File: src/rtl/pipeline_hazard_ctrl_pkg.sv
// Shared definitions for the pipeline stall/flush sequencer: FSM state
// encodings and the hard-wired zero register number.
package pipeline_hazard_ctrl_pkg;

   typedef enum logic [1:0] {
      RUN      = 2'd0,
      LU_STALL = 2'd1,
      MEM_WAIT = 2'd2
   } state_e;

   localparam logic [4:0] REG_ZERO = 5'd0;

endpackage

File: src/rtl/pipeline_hazard_ctrl_hazard_detect.sv
// Combinational load-use comparator between the load in EX and the
// source operands of the instruction in ID.
module hazard_detect
   import pipeline_hazard_ctrl_pkg::*;
(
   input  logic [4:0] id_rs_i,
   input  logic [4:0] id_rt_i,
   input  logic       id_uses_rt_i,
   input  logic       ex_memread_i,
   input  logic [4:0] ex_wr_reg_i,
   output logic       load_use_o
);

   always_comb begin
      load_use_o = ex_memread_i && (ex_wr_reg_i != REG_ZERO) &&
                   ((ex_wr_reg_i == id_rs_i) ||
                    (id_uses_rt_i && (ex_wr_reg_i == id_rt_i)));
   end

endmodule

File: src/rtl/pipeline_hazard_ctrl.sv
// Stall/flush sequencer for the 5-stage pipeline: load-use bubbles,
// branch/jump squashes, data-memory waits and a stall-cycle counter.
module pipeline_hazard_ctrl
   import pipeline_hazard_ctrl_pkg::*;
#(
   parameter int unsigned LOAD_USE_CYCLES = 1,
   parameter int unsigned CNT_W           = 32
) (
   input  logic             clk,
   input  logic             reset,
   input  logic [4:0]       id_rs,
   input  logic [4:0]       id_rt,
   input  logic             id_uses_rt,
   input  logic             ex_memread,
   input  logic [4:0]       ex_wr_reg,
   input  logic             ex_branch_taken,
   input  logic             id_jump,
   input  logic             mem_req,
   input  logic             mem_ready,
   output logic             pc_we,
   output logic             ifid_we,
   output logic             ifid_flush,
   output logic             idex_we,
   output logic             idex_flush,
   output logic             exmem_we,
   output logic             memwb_bubble,
   output logic [CNT_W-1:0] stall_cnt
);

   state_e           state_q, state_d;
   state_e           ret_q, ret_d;
   state_e           eval_st;
   logic [2:0]       lu_cnt_q, lu_cnt_d;
   logic [CNT_W-1:0] stall_cnt_q;
   logic             load_use;
   logic             frozen;

   hazard_detect u_hazard_detect (
      .id_rs_i      (id_rs),
      .id_rt_i      (id_rt),
      .id_uses_rt_i (id_uses_rt),
      .ex_memread_i (ex_memread),
      .ex_wr_reg_i  (ex_wr_reg),
      .load_use_o   (load_use)
   );

   always_comb begin
      pc_we        = 1'b1;
      ifid_we      = 1'b1;
      ifid_flush   = 1'b0;
      idex_we      = 1'b1;
      idex_flush   = 1'b0;
      exmem_we     = 1'b1;
      memwb_bubble = 1'b0;
      state_d      = state_q;
      ret_d        = ret_q;
      lu_cnt_d     = lu_cnt_q;

      // On release from MEM_WAIT, behave exactly as the interrupted state.
      eval_st = (state_q == MEM_WAIT) ? ret_q : state_q;
      frozen  = (state_q == MEM_WAIT) ? !mem_ready : (mem_req && !mem_ready);

      if (reset) begin
         pc_we    = 1'b0;
         ifid_we  = 1'b0;
         idex_we  = 1'b0;
         exmem_we = 1'b0;
      end else if (frozen) begin
         pc_we        = 1'b0;
         ifid_we      = 1'b0;
         idex_we      = 1'b0;
         exmem_we     = 1'b0;
         memwb_bubble = 1'b1;
         if (state_q != MEM_WAIT) ret_d = state_q;
         state_d = MEM_WAIT;
      end else begin
         state_d = RUN;
         if (ex_branch_taken) begin
            ifid_flush = 1'b1;
            idex_flush = 1'b1;
         end else if (eval_st == LU_STALL) begin
            pc_we      = 1'b0;
            ifid_we    = 1'b0;
            idex_flush = 1'b1;
            lu_cnt_d   = 3'(lu_cnt_q - 3'd1);
            if (lu_cnt_q != 3'd1) state_d = LU_STALL;
         end else if (load_use) begin
            pc_we      = 1'b0;
            ifid_we    = 1'b0;
            idex_flush = 1'b1;
            if (LOAD_USE_CYCLES > 1) begin
               state_d  = LU_STALL;
               lu_cnt_d = 3'(LOAD_USE_CYCLES - 1);
            end
         end else if (id_jump) begin
            ifid_flush = 1'b1;
         end
      end
   end

   always_ff @(posedge clk) begin
      if (reset) begin
         state_q     <= RUN;
         ret_q       <= RUN;
         lu_cnt_q    <= '0;
         stall_cnt_q <= '0;
      end else begin
         state_q  <= state_d;
         ret_q    <= ret_d;
         lu_cnt_q <= lu_cnt_d;
         if (!pc_we && (stall_cnt_q != '1)) stall_cnt_q <= stall_cnt_q + CNT_W'(1);
      end
   end

   assign stall_cnt = stall_cnt_q;

endmodule

File: config.mk
export PLATFORM = sky130hd
export DESIGN_NAME = pipeline_hazard_ctrl
export DESIGN_NICKNAME = d
export VERILOG_FILES = /design/src/rtl/pipeline_hazard_ctrl_pkg.sv /design/src/rtl/pipeline_hazard_ctrl_hazard_detect.sv /design/src/rtl/pipeline_hazard_ctrl.sv
export SDC_FILE = /design/constraint.sdc
export NUM_CORES = 1
export LEC_CHECK = 0
export ABC_AREA = 1
export CAP_MARGIN = 30
export CORE_ASPECT_RATIO = 1.1
export CORE_MARGIN = 2
export CORE_UTILIZATION = 45
export CTS_CLUSTER_SIZE = 14
export DETAILED_ROUTE_END_ITERATION = 10
export GPL_ROUTABILITY_DRIVEN = 1
export PLACE_DENSITY_LB_ADDON = 0.25
export SKIP_CTS_REPAIR_TIMING = 1
export SYNTH_ARGS = -nofsm -noshare
export SYNTH_HDL_FRONTEND = slang
export SYNTH_SLANG_ARGS = --single-unit
File: constraint.sdc
create_clock -name clk -period 2.1 [get_ports clk]
set_clock_uncertainty 0.2 [all_clocks]
set_input_delay 0.42 -clock clk [delete_from_list [all_inputs] [get_ports clk]]
set_output_delay 0.42 -clock clk [all_outputs]
set_load 0.02 [all_outputs]
==> results of run 1 <==
cell families (layout without fill, tap and decap cells):
group / count (synthesis) / count (layout)
adders and majority gates: 3 / 3
xor gates and xnor gates: 26 / 26
buffers and inverters: 64 / 150
AOI/OAI and AO/OA: 43 / 43
and+or+nand+nor: 245 / 245
DFF: 39 / 39
layer usage:
layer | wire length [um] | up-vias | part of all wire
met5 | 0 | - | 0
met4 | 95 | 0 | 0.013
met3 | 428 | 14 | 0.056
met2 | 3672 | 92 | 0.48
met1 | 3384 | 1364 | 0.45
li1 | - | 1514 | -
through the flow:
stage	hold WS (ns)	setup WS, ns	instances
detailed placement	0.2567	-0.7596	574
finish	0.2405	0.03871	583
CTS	0.2669	-0.7664	582
global route	0.2489	-0.03558	583
global placement	0.2492	-0.7252	574
floorplan	0.2317	-0.007952	420
state kept, by name, indices dropped and copies added (netlist names):
signal and flops:
stall_cnt 32, lu_cnt_q 3, ret_q 2, state_q 2
area by class of cell:
cell class / count / share of cell area
Sequential cell: 39 / 0.2100
Multi-Input combinational cell: 317 / 0.4591
Clock buffer: 6 / 0.01927
Clock inverter: 2 / 0.003322
Inverter: 49 / 0.05017
Tap cell: 77 / 0.02558
Timing Repair Buffer: 93 / 0.2326
worst reg2reg max path, cell delays in order (launching register included):
cell     delay (ns)
dfxtp_2        0.35
inv_2          0.05
nor2_4         0.16
a31oi_4        0.11
nand2_2        0.11
nand2_2        0.07
nand2_4        0.11
buf_6          0.26
nand2_2        0.12
buf_12         0.18
nand2_1        0.07
a21oi_1        0.06
cell usage in the layout, fill, tap and decap left out, types with 5 or more instances in the layout:
cell             netlist  routed
dfxtp_1               39      31
dfxtp_2                0       8
buf_4                  2      30
clkbuf_2               0       5
xnor2_1                7       7
nor2_4                 0       5
inv_2                  1       8
a21oi_1               36      36
nand2_1              123     109
nor3_1                18      16
clkdlybuf4s50_1        0      35
nand3_1               45      45
xor2_1                19      19
dlymetal6s2s_1         0       6
nand2_2                4      17
clkbuf_8               0       5
inv_1                 48      39
nor2_1                38      29
buf_6                  3      16
worst paths after layout:
| path | startpoint | end | slack (ns) | cells after the start |
|---|---|---|---|---|
| max reg2reg | state_q[1] | stall_cnt[12] | 0.13 | 11 |
| min | mem_ready | state_q[1] | 0.24 | 2 |
| min reg2reg | lu_cnt_q[2] | state_q[0] | 0.28 | 2 |
| max | stall_cnt[23] | stall_cnt[23] | 0.04 | 1 |
where the power goes:
part	switching [mW]	internal [mW]
logic	0.138	0.114
clock network	0.266	0.232
registers	0.00439	0.746
total	0.409	1.09
==> results_dict.tcl, run 1 <==
set metrics [dict create \
    outcome "finished clean" \
    cts_buffers 5 \
    critical_path_class "reg -> out" \
    clk_latency_ns 0.29 \
    period_minus_slack_ns 2.061 \
    drv_slew 0 \
    synth_fp_nets 446 \
    startpoint_type "register" \
    grtUsageMet2 0.3992 \
    clkSinkCount 39 \
    hp-class "in -> reg" \
    period_share 0.9816 \
    synth_adder_area_share 0.01415 \
    die_y_um 84.52 \
    nets 531 \
    relSlewSlack 0.7533 \
    max-cap-violations 0 \
    wl_per_cell_um 13.00 \
    critical_path_buf_inv_count 1 \
    final_cell_area_sq_um 3766 \
    cts_tree "yes" \
    synthCells 420 \
    dieArea_sq_um 6525 \
    drtAntennaViolNets 0 \
    hpwlAfterDp_um 5681 \
    clk_pin_slew_ns 0.08 \
    diodes 0 \
    synthSimpleGateAreaFrac 0.4203 \
    yosys-top-cells-count "123 x nand2_1, 48 x inv_1, 45 x nand3_1" \
    io_pins 62 \
    grt_max_degree 35 \
    grt_pass1_wl_um 12440 \
    final.setup.tns_ns 0 \
    synth_area_leader_cell "dfxtp_1" \
    critPathSlowestCell "clkdlybuf4s50_1" \
    synth_compound_area_frac 0.08255 \
    ir_drop_mv 0.2976 \
    leakage_nw 1.643 \
    synthXorXnorAreaFrac 0.08585 \
    finalSetupViolCount 0 \
    initial_core_util 0.4627 \
    utilization 0.6569 \
    drive_gt1_frac 0.2292 \
    top_usage_layer "met2" \
    cts.htree.levels 2 \
    fill_cells 535 \
    gr-usage-met3 0.03441 \
    cts_max_path_buffers 2 \
    slowest_delay_ns 0.66 \
    via_per_inst 5.118 \
    synth_edf_count 0 \
    syn2layout_area_growth_pct 41.98 \
    met1_usage 0.2915 \
    root_buffer "clkbuf_8" \
    drt-initial-drc-count 206 \
    wl_um 7581 \
    grt-ovfl-total 0 \
    synth_area_leaders "dfxtp_1 29%, nand2_1 17%, nand3_1 8.5%" \
    cpLargestDelayFamily "buffers and inverters" \
    syn_area_sq_um 2653 \
    vias 2984 \
    path_cells "clkdlybuf4s50_1" \
    arrival_ns 1.44 \
    synth_ff_type "dfxtp_1" \
    yosysMostFrequentCell "nand2_1" \
    required_ns 1.48 \
    synth_top_family_by_area "simple AND/OR/NAND/NOR gates" \
    ys_warn_count 0 \
    core_area_sq_um 5733 \
    muxShareOfSynthArea 0 \
    synthArstFlopShare 0 \
    worst_pin_slew_ns 0.3667 \
    grt_util_all_layers 0.2282 \
    p_total_mw 1.501 \
    rows 29 \
    multi_input_area_sq_um 1729 \
    final_hold_viol_count 0 \
    regArea_sq_um 790.8 \
    fmax_mhz 485.1 \
    synth_cell_types 28 \
    grt_pass1_vias 2810 \
    endpoint_kind "output port" \
    globalplace.congestion 0.9589 \
    place_area_sq_um 3526 \
    critPathMaxFanout 7 \
    antenna_found_initial 0 \
    portBuffers 61 \
    ys_ff_latch 39 \
    synth_area_per_cell_sq_um 6.316 \
    first_pass_iters 5 \
    die_w_um 77.20 \
    yosys.area.top_type_share 0.2943 \
    drc 0 \
    seq_area_frac_synth 0.2943 \
    powerDensity_nw_per_um2 398.5 \
]
Note: power is estimated with default switching activity, not from simulation.
==> inputs of run 2 (changes only) <==
--- a/config.mk
+++ b/config.mk
@@ -13,6 +13,7 @@
 export CTS_CLUSTER_SIZE = 14
 export DETAILED_ROUTE_END_ITERATION = 10
 export GPL_ROUTABILITY_DRIVEN = 1
+export GPL_TIMING_DRIVEN = 0
 export PLACE_DENSITY_LB_ADDON = 0.25
 export SKIP_CTS_REPAIR_TIMING = 1
 export SYNTH_ARGS = -nofsm -noshare
==> results_dict.tcl, run 2 (synthesized netlist as in run 1, its figures left out) <==
set metrics [dict create \
    outcome "finished with violations" \
    violations "setup timing" \
    initial_core_util 0.4627 \
    diodes 0 \
    first_pass_iters 5 \
    min_from "mem_ready" \
    finalSetupViolCount 3 \
    drt-initial-drc-count 228 \
    root_buffer "clkbuf_8" \
    grt_util_all_layers 0.2282 \
    final.setup.tns_ns -0.1932 \
    endpoint_kind "output port" \
    drv_slew 0 \
    dieArea_sq_um 6525 \
    hp-class "in -> reg" \
    final_common_cell "nand2_1" \
    hpwlAfterDp_um 5800 \
    cts_tree "yes" \
    wl_um 7685 \
    leakage_nw 1.630 \
    antenna_found_initial 0 \
    cp_common_cell "nor2_4" \
    final_cell_mix "113 x nand2_1, 44 x nand3_1, 40 x inv_1" \
    fmax_mhz 453.2 \
    via_per_inst 5.141 \
    clkSinkCount 39 \
    dr_wl_met2_um 3648 \
    grt_pass1_vias 2620 \
    period_share 1.051 \
    nets 523 \
    r2r_cells 9 \
    ir_drop_mv 0.3352 \
    wl_met1_um 3399 \
    cts.htree.levels 2 \
    critical_path_buf_inv_count 5 \
    syn2layout_area_growth_pct 39.81 \
    fin_ws_ns -0.1067 \
    drive_gt1_frac 0.2068 \
    worst_pin_slew_ns 0.5403 \
    io_pins 62 \
    relSlewSlack 0.6370 \
    worstHoldPathCells 2 \
    whs_ns 0.2093 \
    drc 0 \
    path_cells "inv_2 > nor2_4 > nor2_4 > nor2_4 > nor2_4 > nand2_4 > buf_8 > inv_4 > buf_6 > buf_6" \
    arrival_ns 1.59 \
    critPathMaxFanout 5 \
    powerDensity_nw_per_um2 422.2 \
    rows 29 \
    critical_path_class "reg -> out" \
    critPathSlowestCell "dfxtp_2" \
    critical_path_depth 10 \
    grt_max_degree 12 \
    grt-ovfl-total 0 \
    cts_buffers 5 \
    clk_latency_ns 0.30 \
    max-cap-violations 0 \
    required_ns 1.48 \
    wl_per_cell_um 13.37 \
    startpoint_type "register" \
    cpLargestDelayFamily "simple AND/OR/NAND/NOR gates" \
    cts_max_path_buffers 2 \
    drtAntennaViolNets 0 \
    place_area_sq_um 3359 \
    die_y_um 84.52 \
    vias 2956 \
    r2r-start "stall_cnt[0]" \
    slowest_delay_ns 0.34 \
    fill_cells 552 \
    grt_setup_unrepaired "yes" \
    final_hold_viol_count 0 \
    portBuffers 60 \
    rrSetupSlack_ns 0.11 \
    grt_pass1_wl_um 12160 \
    period_minus_slack_ns 2.207 \
    wl_met3_um 488 \
    final_cell_area_sq_um 3709 \
    core_area_sq_um 5733 \
    rr_endpoint "stall_cnt[1]" \
    top_layer "met4" \
    crit_end "pc_we" \
    largest_register_ffs 32 \
    utilization 0.6469 \
    die_w_um 77.20 \
    globalplace.congestion 0.9748 \
    clk_pin_slew_ns 0.08 \
    startpoint "state_q[1]" \
]
-- run 2: changes by cell type in the layout (fill, tap and decap cells not counted), moves of 3 or more --
cell / before / now
clkdlybuf4s50_1: 35 / 32
buf_2: 0 / 4
dfxtp_1: 31 / 25
dfxtp_4: 0 / 4
clkbuf_2: 5 / 8
buf_4: 30 / 12
dlymetal6s2s_1: 6 / 10
nand2_1: 109 / 113
nand2_2: 17 / 12
clkbuf_1: 1 / 5
buf_6: 16 / 12
buf_8: 0 / 3
-- run 2: per-stage QoR --
step	std cells	worst slack [ns]	power (mW)
4_1_cts	565	-1.229	1.542
3_5_place_dp	557	-1.209	0.9865
3_3_place_gp	557	-1.163	0.9816
6_report	575	-0.1067	1.566
2_1_floorplan	420	-0.007952	0.8881
5_1_grt	575	-0.1647	1.630
-- run 2: worst min-delay path by stage --
stage / endpoint / slack, ns
2_1_floorplan: ret_q[1] / 0.23
3_3_place_gp: ret_q[1] / 0.25
3_5_place_dp: ret_q[1] / 0.26
4_1_cts: ret_q[1] / 0.27
5_1_grt: state_q[1] / 0.24
6_report: state_q[1] / 0.21
-- run 2: power by group --
group	leakage (nW)	internal (mW)	switching [mW]
logic	1.26	0.116	0.135
clock network	0.0515	0.300	0.262
registers	0.323	0.742	0.0106
total	1.63	1.16	0.407
-- run 2: final cells by class --
type / count / area [sq um] / share of cell area
Tap cell: 77 / 96.34 / 0.02598
Timing Repair Buffer: 70 / 683.2 / 0.1842
Clock buffer: 8 / 100.1 / 0.02699
Buffer: 15 / 107.6 / 0.02901
Multi-Input combinational cell: 317 / 1719 / 0.4636
Inverter: 49 / 193.9 / 0.05229
Sequential cell: 39 / 808.3 / 0.2179
-- run 2: worst register-to-register path, cell delays in order, from the launching register on --
cell and delay [ns]:
dfxtp_4 0.41, ha_4 0.18, nand4_4 0.18, nor2_1 0.22, nand2_1 0.07, nor2_1 0.13, nand4_1 0.11, buf_4 0.19
nand3_1 0.09, a21oi_1 0.06
-- run 2: routing by layer --
| metal | GRT usage | up-vias |
|---|---|---|
| met1 | 0.2967 | 1350 |
| li1 | - | 1496 |
| met2 | 0.3802 | 96 |
| met3 | 0.03763 | 14 |
| met5 | 0 | - |
| met4 | 0.08442 | 0 |
==> inputs of run 3 (changes only) <==
--- a/config.mk
+++ b/config.mk
@@ -10,6 +10,7 @@
 export CORE_ASPECT_RATIO = 1.1
 export CORE_MARGIN = 2
 export CORE_UTILIZATION = 45
+export CTS_CLUSTER_DIAMETER = 120
 export CTS_CLUSTER_SIZE = 14
 export DETAILED_ROUTE_END_ITERATION = 10
 export GPL_ROUTABILITY_DRIVEN = 1
==> results of run 3 <==
Final layout, timing and power as in run 2 (identical DEF).
